File: config.mk
export PLATFORM = sky130hd
export DESIGN_NAME = fetch_decode_queue_flat
export DESIGN_NICKNAME = d
export VERILOG_FILES = /design/src/rtl/fetch_decode_queue_if.sv /design/src/rtl/fetch_decode_queue.sv /design/src/flat_wrapper.sv
export SDC_FILE = /design/constraint.sdc
export NUM_CORES = 1
export LEC_CHECK = 0
export CAP_MARGIN = 30
export CORE_ASPECT_RATIO = 1.25
export CORE_UTILIZATION = 55
export CTS_CLUSTER_SIZE = 14
export DETAILED_ROUTE_END_ITERATION = 7
export PLACE_DENSITY_LB_ADDON = 0.15
export RECOVER_POWER = 50
export SYNTH_ARGS = -nofsm -noshare
export SYNTH_HDL_FRONTEND = slang
export SYNTH_SLANG_ARGS = --single-unit
File: constraint.sdc
create_clock -name clock -period 5.25 [get_ports clock]
set_input_delay 0.525 -clock clock [delete_from_list [all_inputs] [get_ports clock]]
set_output_delay 0.525 -clock clock [all_outputs]
set_load 0.01 [all_outputs]
File: src/rtl/fetch_decode_queue_if.sv
// ----------------------------------------------------------------------------
// fetch_decode_queue_if
//   Handshake bundle between fetch, the fetch/decode queue and decode.
//   Optional build macro used by the queue: FETCH_QUEUE_BYPASS_EN.
//
//   Parameters
//     IW     instruction word width
//     AW     pc width
//     DEPTH  queue entries; sets the width of count
//
//   Signals (direction as seen by the queue, modport slave)
//     in_valid         in   fetch presents a word
//     in_ready         out  queue accepts a word this cycle
//     in_instruction   in   fetched word
//     in_pc            in   pc of the fetched word
//     flush            in   pc changing, discard all contents
//     out_valid        out  head entry is valid
//     out_ready        in   decode consumes the head
//     out_instruction  out  head word
//     out_pc           out  head pc
//     out_has_flushed  out  head is the first entry accepted after a flush
//     count            out  occupancy
//
//   Modports
//     slave   the queue itself
//     master  the fetch/decode environment driving the queue
// ----------------------------------------------------------------------------
interface fetch_decode_queue_if #(
    parameter int unsigned IW    = 32,
    parameter int unsigned AW    = 32,
    parameter int unsigned DEPTH = 4
);
    localparam int unsigned CW = $clog2(DEPTH + 1);

    logic          in_valid;
    logic          in_ready;
    logic [IW-1:0] in_instruction;
    logic [AW-1:0] in_pc;
    logic          flush;
    logic          out_valid;
    logic          out_ready;
    logic [IW-1:0] out_instruction;
    logic [AW-1:0] out_pc;
    logic          out_has_flushed;
    logic [CW-1:0] count;

    modport slave (
        input  in_valid,
        input  in_instruction,
        input  in_pc,
        input  flush,
        input  out_ready,
        output in_ready,
        output out_valid,
        output out_instruction,
        output out_pc,
        output out_has_flushed,
        output count
    );

    modport master (
        output in_valid,
        output in_instruction,
        output in_pc,
        output flush,
        output out_ready,
        input  in_ready,
        input  out_valid,
        input  out_instruction,
        input  out_pc,
        input  out_has_flushed,
        input  count
    );

endinterface

File: src/rtl/fetch_decode_queue.sv
// ----------------------------------------------------------------------------
// fetch_decode_queue
//   Parametrised instruction buffer between fetch and decode. Holds up to
//   DEPTH {instruction, pc} pairs in a circular buffer so fetch can keep
//   running while decode stalls. A flush discards the contents in a single
//   cycle and the first entry accepted afterwards is tagged so decode can
//   see the redirect boundary (out_has_flushed).
//
//   Optional build macro: FETCH_QUEUE_BYPASS_EN
//     defined   : an empty queue presents in_* on out_* combinationally; if
//                 decode also takes it, nothing is written (latency 0).
//     undefined : no combinational in->out path; latency is at least 1.
//
//   Parameters
//     IW     instruction word width
//     AW     pc width
//     DEPTH  number of entries, >= 2, need not be a power of two
//
//   Ports
//     clock  single clock, all state updates on posedge
//     reset  synchronous, active-high
//     bus    fetch_decode_queue_if.slave: in_* handshake from fetch, out_*
//            handshake to decode, flush, and occupancy count
// ----------------------------------------------------------------------------
module fetch_decode_queue #(
    parameter int unsigned IW    = 32,
    parameter int unsigned AW    = 32,
    parameter int unsigned DEPTH = 4
) (
    input logic                 clock,
    input logic                 reset,
    fetch_decode_queue_if.slave bus
);

    localparam int unsigned CW = $clog2(DEPTH + 1);
    localparam int unsigned PW = $clog2(DEPTH);

    // Tag travels with the entry so it is reported exactly when that entry
    // reaches the head, independent of how long it waited.
    typedef struct packed {
        logic          tag;
        logic [AW-1:0] pc;
        logic [IW-1:0] instruction;
    } entry_t;

    entry_t        mem_q [DEPTH];

    logic [PW-1:0] wr_ptr_q, wr_ptr_d;
    logic [PW-1:0] rd_ptr_q, rd_ptr_d;
    logic [CW-1:0] count_q,  count_d;
    logic          flushed_pending_q, flushed_pending_d;

    logic          full;
    logic          empty;
    logic          push;      // handshake accepted on the input side
    logic          pop;       // head entry taken out of storage
    logic          write_en;  // accepted word actually stored
    entry_t        head;
    entry_t        wr_entry;

`ifdef FETCH_QUEUE_BYPASS_EN
    logic          bypass_active;  // empty queue showing the input as head
    logic          bypass_fire;    // that word is consumed without storage
`endif

    // Pointers wrap by explicit compare so non-power-of-two depths work.
    function automatic logic [PW-1:0] ptr_inc(input logic [PW-1:0] ptr);
        if (ptr == PW'(DEPTH - 1)) begin
            return '0;
        end
        return ptr + PW'(1);
    endfunction

    // ------------------------------------------------------------------------
    // Handshake and output decode
    // ------------------------------------------------------------------------
    always_comb begin
        full     = (count_q == CW'(DEPTH));
        empty    = (count_q == '0);
        head     = mem_q[rd_ptr_q];

        // No write-through when full, even with a same-cycle pop: in_ready
        // depends on registered state only (plus reset/flush).
        bus.in_ready = !reset && !bus.flush && !full;
        push         = bus.in_valid && bus.in_ready;

`ifdef FETCH_QUEUE_BYPASS_EN
        bypass_active = !reset && !bus.flush && empty && bus.in_valid;
        bypass_fire   = bypass_active && bus.out_ready;

        bus.out_valid = !reset && (!empty || bypass_active);
        if (bypass_active) begin
            bus.out_instruction = bus.in_instruction;
            bus.out_pc          = bus.in_pc;
            bus.out_has_flushed = flushed_pending_q;
        end else begin
            bus.out_instruction = head.instruction;
            bus.out_pc          = head.pc;
            bus.out_has_flushed = head.tag && bus.out_valid;
        end
        write_en = push && !bypass_fire;
`else
        bus.out_valid       = !reset && !empty;
        bus.out_instruction = head.instruction;
        bus.out_pc          = head.pc;
        bus.out_has_flushed = head.tag && bus.out_valid;
        write_en            = push;
`endif

        // Only stored entries are popped; flush overrides any consumption.
        pop = bus.out_valid && bus.out_ready && !empty && !bus.flush;

        bus.count = count_q;

        wr_entry.tag         = flushed_pending_q;
        wr_entry.pc          = bus.in_pc;
        wr_entry.instruction = bus.in_instruction;
    end

    // ------------------------------------------------------------------------
    // Next-state logic
    // ------------------------------------------------------------------------
    always_comb begin
        wr_ptr_d          = wr_ptr_q;
        rd_ptr_d          = rd_ptr_q;
        count_d           = count_q;
        flushed_pending_d = flushed_pending_q;

        if (bus.flush) begin
            // Flush beats push and pop; same-cycle input is dropped.
            wr_ptr_d          = '0;
            rd_ptr_d          = '0;
            count_d           = '0;
            flushed_pending_d = 1'b1;
        end else begin
            if (write_en) begin
                wr_ptr_d = ptr_inc(wr_ptr_q);
            end
            if (pop) begin
                rd_ptr_d = ptr_inc(rd_ptr_q);
            end
            unique case ({write_en, pop})
                2'b10:   count_d = count_q + CW'(1);
                2'b01:   count_d = count_q - CW'(1);
                default: count_d = count_q;
            endcase
            // A bypassed word counts as accepted, so it consumes the tag too.
            if (push) begin
                flushed_pending_d = 1'b0;
            end
        end
    end

    // ------------------------------------------------------------------------
    // State registers (synchronous reset wins over flush)
    // ------------------------------------------------------------------------
    always_ff @(posedge clock) begin
        if (reset) begin
            wr_ptr_q          <= '0;
            rd_ptr_q          <= '0;
            count_q           <= '0;
            flushed_pending_q <= 1'b0;
        end else begin
            wr_ptr_q          <= wr_ptr_d;
            rd_ptr_q          <= rd_ptr_d;
            count_q           <= count_d;
            flushed_pending_q <= flushed_pending_d;
        end
    end

    // Storage needs no reset: count gates visibility of every slot.
    always_ff @(posedge clock) begin
        if (write_en) begin
            mem_q[wr_ptr_q] <= wr_entry;
        end
    end

endmodule

File: src/flat_wrapper.sv
// flat-port wrapper written by rule: the top's interface ports become plain ports
module fetch_decode_queue_flat 
#(
    parameter int unsigned IW    = 32,
    parameter int unsigned AW    = 32,
    parameter int unsigned DEPTH = 4
)
  (clock, reset, bus_in_valid, bus_in_instruction, bus_in_pc, bus_flush, bus_out_ready, bus_in_ready, bus_out_valid, bus_out_instruction, bus_out_pc, bus_out_has_flushed, bus_count);
  fetch_decode_queue_if #(.IW(IW), .AW(AW), .DEPTH(DEPTH)) bus_i ();
  input logic clock;
  input logic reset;
  input wire logic [$bits(bus_i.in_valid)-1:0] bus_in_valid;
  input wire logic [$bits(bus_i.in_instruction)-1:0] bus_in_instruction;
  input wire logic [$bits(bus_i.in_pc)-1:0] bus_in_pc;
  input wire logic [$bits(bus_i.flush)-1:0] bus_flush;
  input wire logic [$bits(bus_i.out_ready)-1:0] bus_out_ready;
  output wire logic [$bits(bus_i.in_ready)-1:0] bus_in_ready;
  output wire logic [$bits(bus_i.out_valid)-1:0] bus_out_valid;
  output wire logic [$bits(bus_i.out_instruction)-1:0] bus_out_instruction;
  output wire logic [$bits(bus_i.out_pc)-1:0] bus_out_pc;
  output wire logic [$bits(bus_i.out_has_flushed)-1:0] bus_out_has_flushed;
  output wire logic [$bits(bus_i.count)-1:0] bus_count;
  assign bus_i.in_valid = bus_in_valid;
  assign bus_i.in_instruction = bus_in_instruction;
  assign bus_i.in_pc = bus_in_pc;
  assign bus_i.flush = bus_flush;
  assign bus_i.out_ready = bus_out_ready;
  assign bus_in_ready = bus_i.in_ready;
  assign bus_out_valid = bus_i.out_valid;
  assign bus_out_instruction = bus_i.out_instruction;
  assign bus_out_pc = bus_i.out_pc;
  assign bus_out_has_flushed = bus_i.out_has_flushed;
  assign bus_count = bus_i.count;
  fetch_decode_queue #(.IW(IW), .AW(AW), .DEPTH(DEPTH)) u_core (.clock(clock), .reset(reset), .bus(bus_i));
endmodule
==> run metrics <==
Synth top area share=78.2%; top cell type by total area after synthesis=edfxtp_1; IO buf count=138; Cells after DPL=754; maxcap violations=0; RSZ-0062 raised after global routing=no; fraction of layout cells with a size suffix above 1=19.8%; drt total wl=17,600 um; CTS hold repair buffers=0; CTS buffer count=25; post-synthesis register bit count=270; Hold Worst Slack=481 ps; postcts setup bufs=0; Crit. End Element=output port; status=completed; Syn Area/Cell=24.9 um^2; starting density of the core=56.6%; clk sinks=270; Cell variety after synth=30; Via-to-Cell Ratio=5.61; PD cells=344 nW/um^2; core area=17,600 um^2; CTS tree=done; peak supply drop=0.261 mV; Routed Antenna Nets=0; CTS clk-pin slew, worst paths=60 ps; crit path launch type=register; I/O pins=139; via count=4,502; warnings from Yosys=0; Clock Path Buffers=3; Max Slew Vio Count=0; grt ovf=0; Layout area overhead=24.9%; Crit Path Max Fanout=28; hold crit path type=register to register; routed len/inst=21.9 um; first-pass iteration count of the detailed router=4; Final Util=70.7%; CP required=4720 ps; Arrival @ worst endpoint=2850 ps; Rel. slew slack=4.58%; clock skew=6.77 ps; CTS root buf=clkbuf_16; FF/Latch Area=8020 um^2; hold depth=2; number of remaining DRC errors=0; largest net degree at the start of global routing=46; Worst Reg-to-Reg Cells=9; Cells after Synth=401; fmax=0.296 GHz; setup TNS=0 ps; top post-synthesis cells by area=edfxtp_1, mux4_2, dfxtp_1; fin area=12,500 um^2; die height=153 um; vias in the first global route=4,949; P_leak=3.91 nW; Hold Vio Cnt, Final=0; Worst-Margin Slew=1430 ps; setup ws final=1870 ps; DR iter-0 viols=288; post-DP HPWL=10,700 um; Post-layout nets=633; RD Place Congestion=0.697; area occupied by multi-input gates=1810 um^2; Post-Layout Cell Count=802; initial antenna violation count=3; period utilization=64.3%; Resized Gates After CTS=0; FP Rows=54; H-Tree Level Count=1; placed instance area=11,700 um^2; Die W=123 um; total power=4.29 mW; pre-CTS WS=2020 ps; die area=18,700 um^2; final setup fails=0; critical path class=register to output port; sequential area share after synthesis=80.2%; Min Clock Period, post-route=3380 ps; synthesized cell area=9990 um^2; global-route wire length before repair=27,400 um; net count after synthesis=477; Clk Latency, worst-skew pair=500 ps; gr usage total=19.8%; FILL cells=1,054
-- final timing paths --
path                                          start                  end  slack, ps
worst min register to register   u_core.rd_ptr_q[1]             register        480
worst max-delay path                       register        bus_out_pc[3]       1870
worst max register to register  u_core.bus.count[2]  u_core.bus.count[2]       2570
worst min-delay path             u_core.rd_ptr_q[1]             register        480
-- logic make-up (layout without fill, tap and decap cells) --
logic type	after synthesis	in the layout	synth area share [%]
other cells	0	3	0
simple gates	25	25	1.69
fa+ha+maj	7	7	0.952
flops	270	270	80.2
xor+xnor	2	2	0.175
buf+inv	24	198	1.49
compound gates	6	6	0.639
mux	67	67	14.9
-- sequential cells by signal, indices dropped and copies added, names as in the netlist, named ones only --
signal,flops
u_core.mem_q,260
u_core.bus.count,3
u_core.rd_ptr_q,2
u_core.wr_ptr_q,2
u_core.flushed_pending_q,1
-- synthesized netlist by cell type --
library cell / instances
a21oi_1: 2
and2_1: 1
and2_2: 1
and2_4: 1
and3_2: 4
buf_2: 8
buf_4: 1
buf_6: 6
clkbuf_1: 1
dfxtp_1: 10
edfxtp_1: 260
fa_1: 1
ha_1: 6
inv_1: 8
mux2i_1: 2
mux4_2: 65
nand2_1: 2
nand2b_1: 1
nand3_1: 2
nor2_1: 6
nor3_1: 1
nor3b_4: 2
o21ai_0: 1
o22ai_1: 1
o31ai_4: 2
or2_0: 1
or2_2: 1
or3_1: 1
or3b_1: 1
xor2_1: 2
-- layout make-up --
class                   count  share of cell area, %
inverters                   8                  0.241
multi-input cells         107                   14.5
diodes                      3                 0.0602
repair buffers            145                   12.2
clock inverters            10                  0.742
clock buffers              35                   5.72
well taps                 224                   2.25
flip-flops and latches    270                   64.3
-- where the power goes --
| group | switching [mW] | internal [mW] | total (mW) | leakage, nW |
|---|---|---|---|---|
| clock network | 0.708 | 1.04 | 1.75 | 0.395 |
| logic | 0.0687 | 0.0848 | 0.154 | 1.08 |
| registers | 0.00742 | 2.39 | 2.39 | 2.43 |
| total | 0.784 | 3.51 | 4.29 | 3.91 |
-- metal layers --
metal | share of wire, % | global-route usage (%) | wire length (um) | up-vias
met4 | 1.6 | 5.17 | 277 | 0
li1 | - | - | - | 2012
met5 | 0 | 0 | 0 | -
met3 | 5.5 | 3.85 | 963 | 18
met1 | 39 | 25.7 | 6900 | 2333
met2 | 54 | 34.0 | 9450 | 139
-- critical path, stage by stage (launching register included) --
cell	delay (ps)
dfxtp_4	740
buf_4	500
mux4_2	590
clkdlybuf4s50_1	510
-- cell usage in the layout (no fill, tap or decap), types with 2 or more instances in the layout --
cell	count
o31ai_4	2
mux2i_1	2
and3_4	2
dfxtp_4	2
clkbuf_1	5
dfxtp_1	8
clkinv_2	2
nor3b_1	2
nor2_1	6
dlygate4sd3_1	65
buf_4	2
clkdlybuf4s50_1	73
nand2_1	2
clkinv_1	6
bufinv_16	2
nand3_1	2
clkbuf_16	25
clkbuf_8	5
xor2_1	2
mux4_2	65
buf_16	4
ha_1	6
a21oi_1	2
edfxtp_1	260
and3_1	2
inv_1	8
diode_2	3
Note: power is estimated with default switching activity, not from simulation.
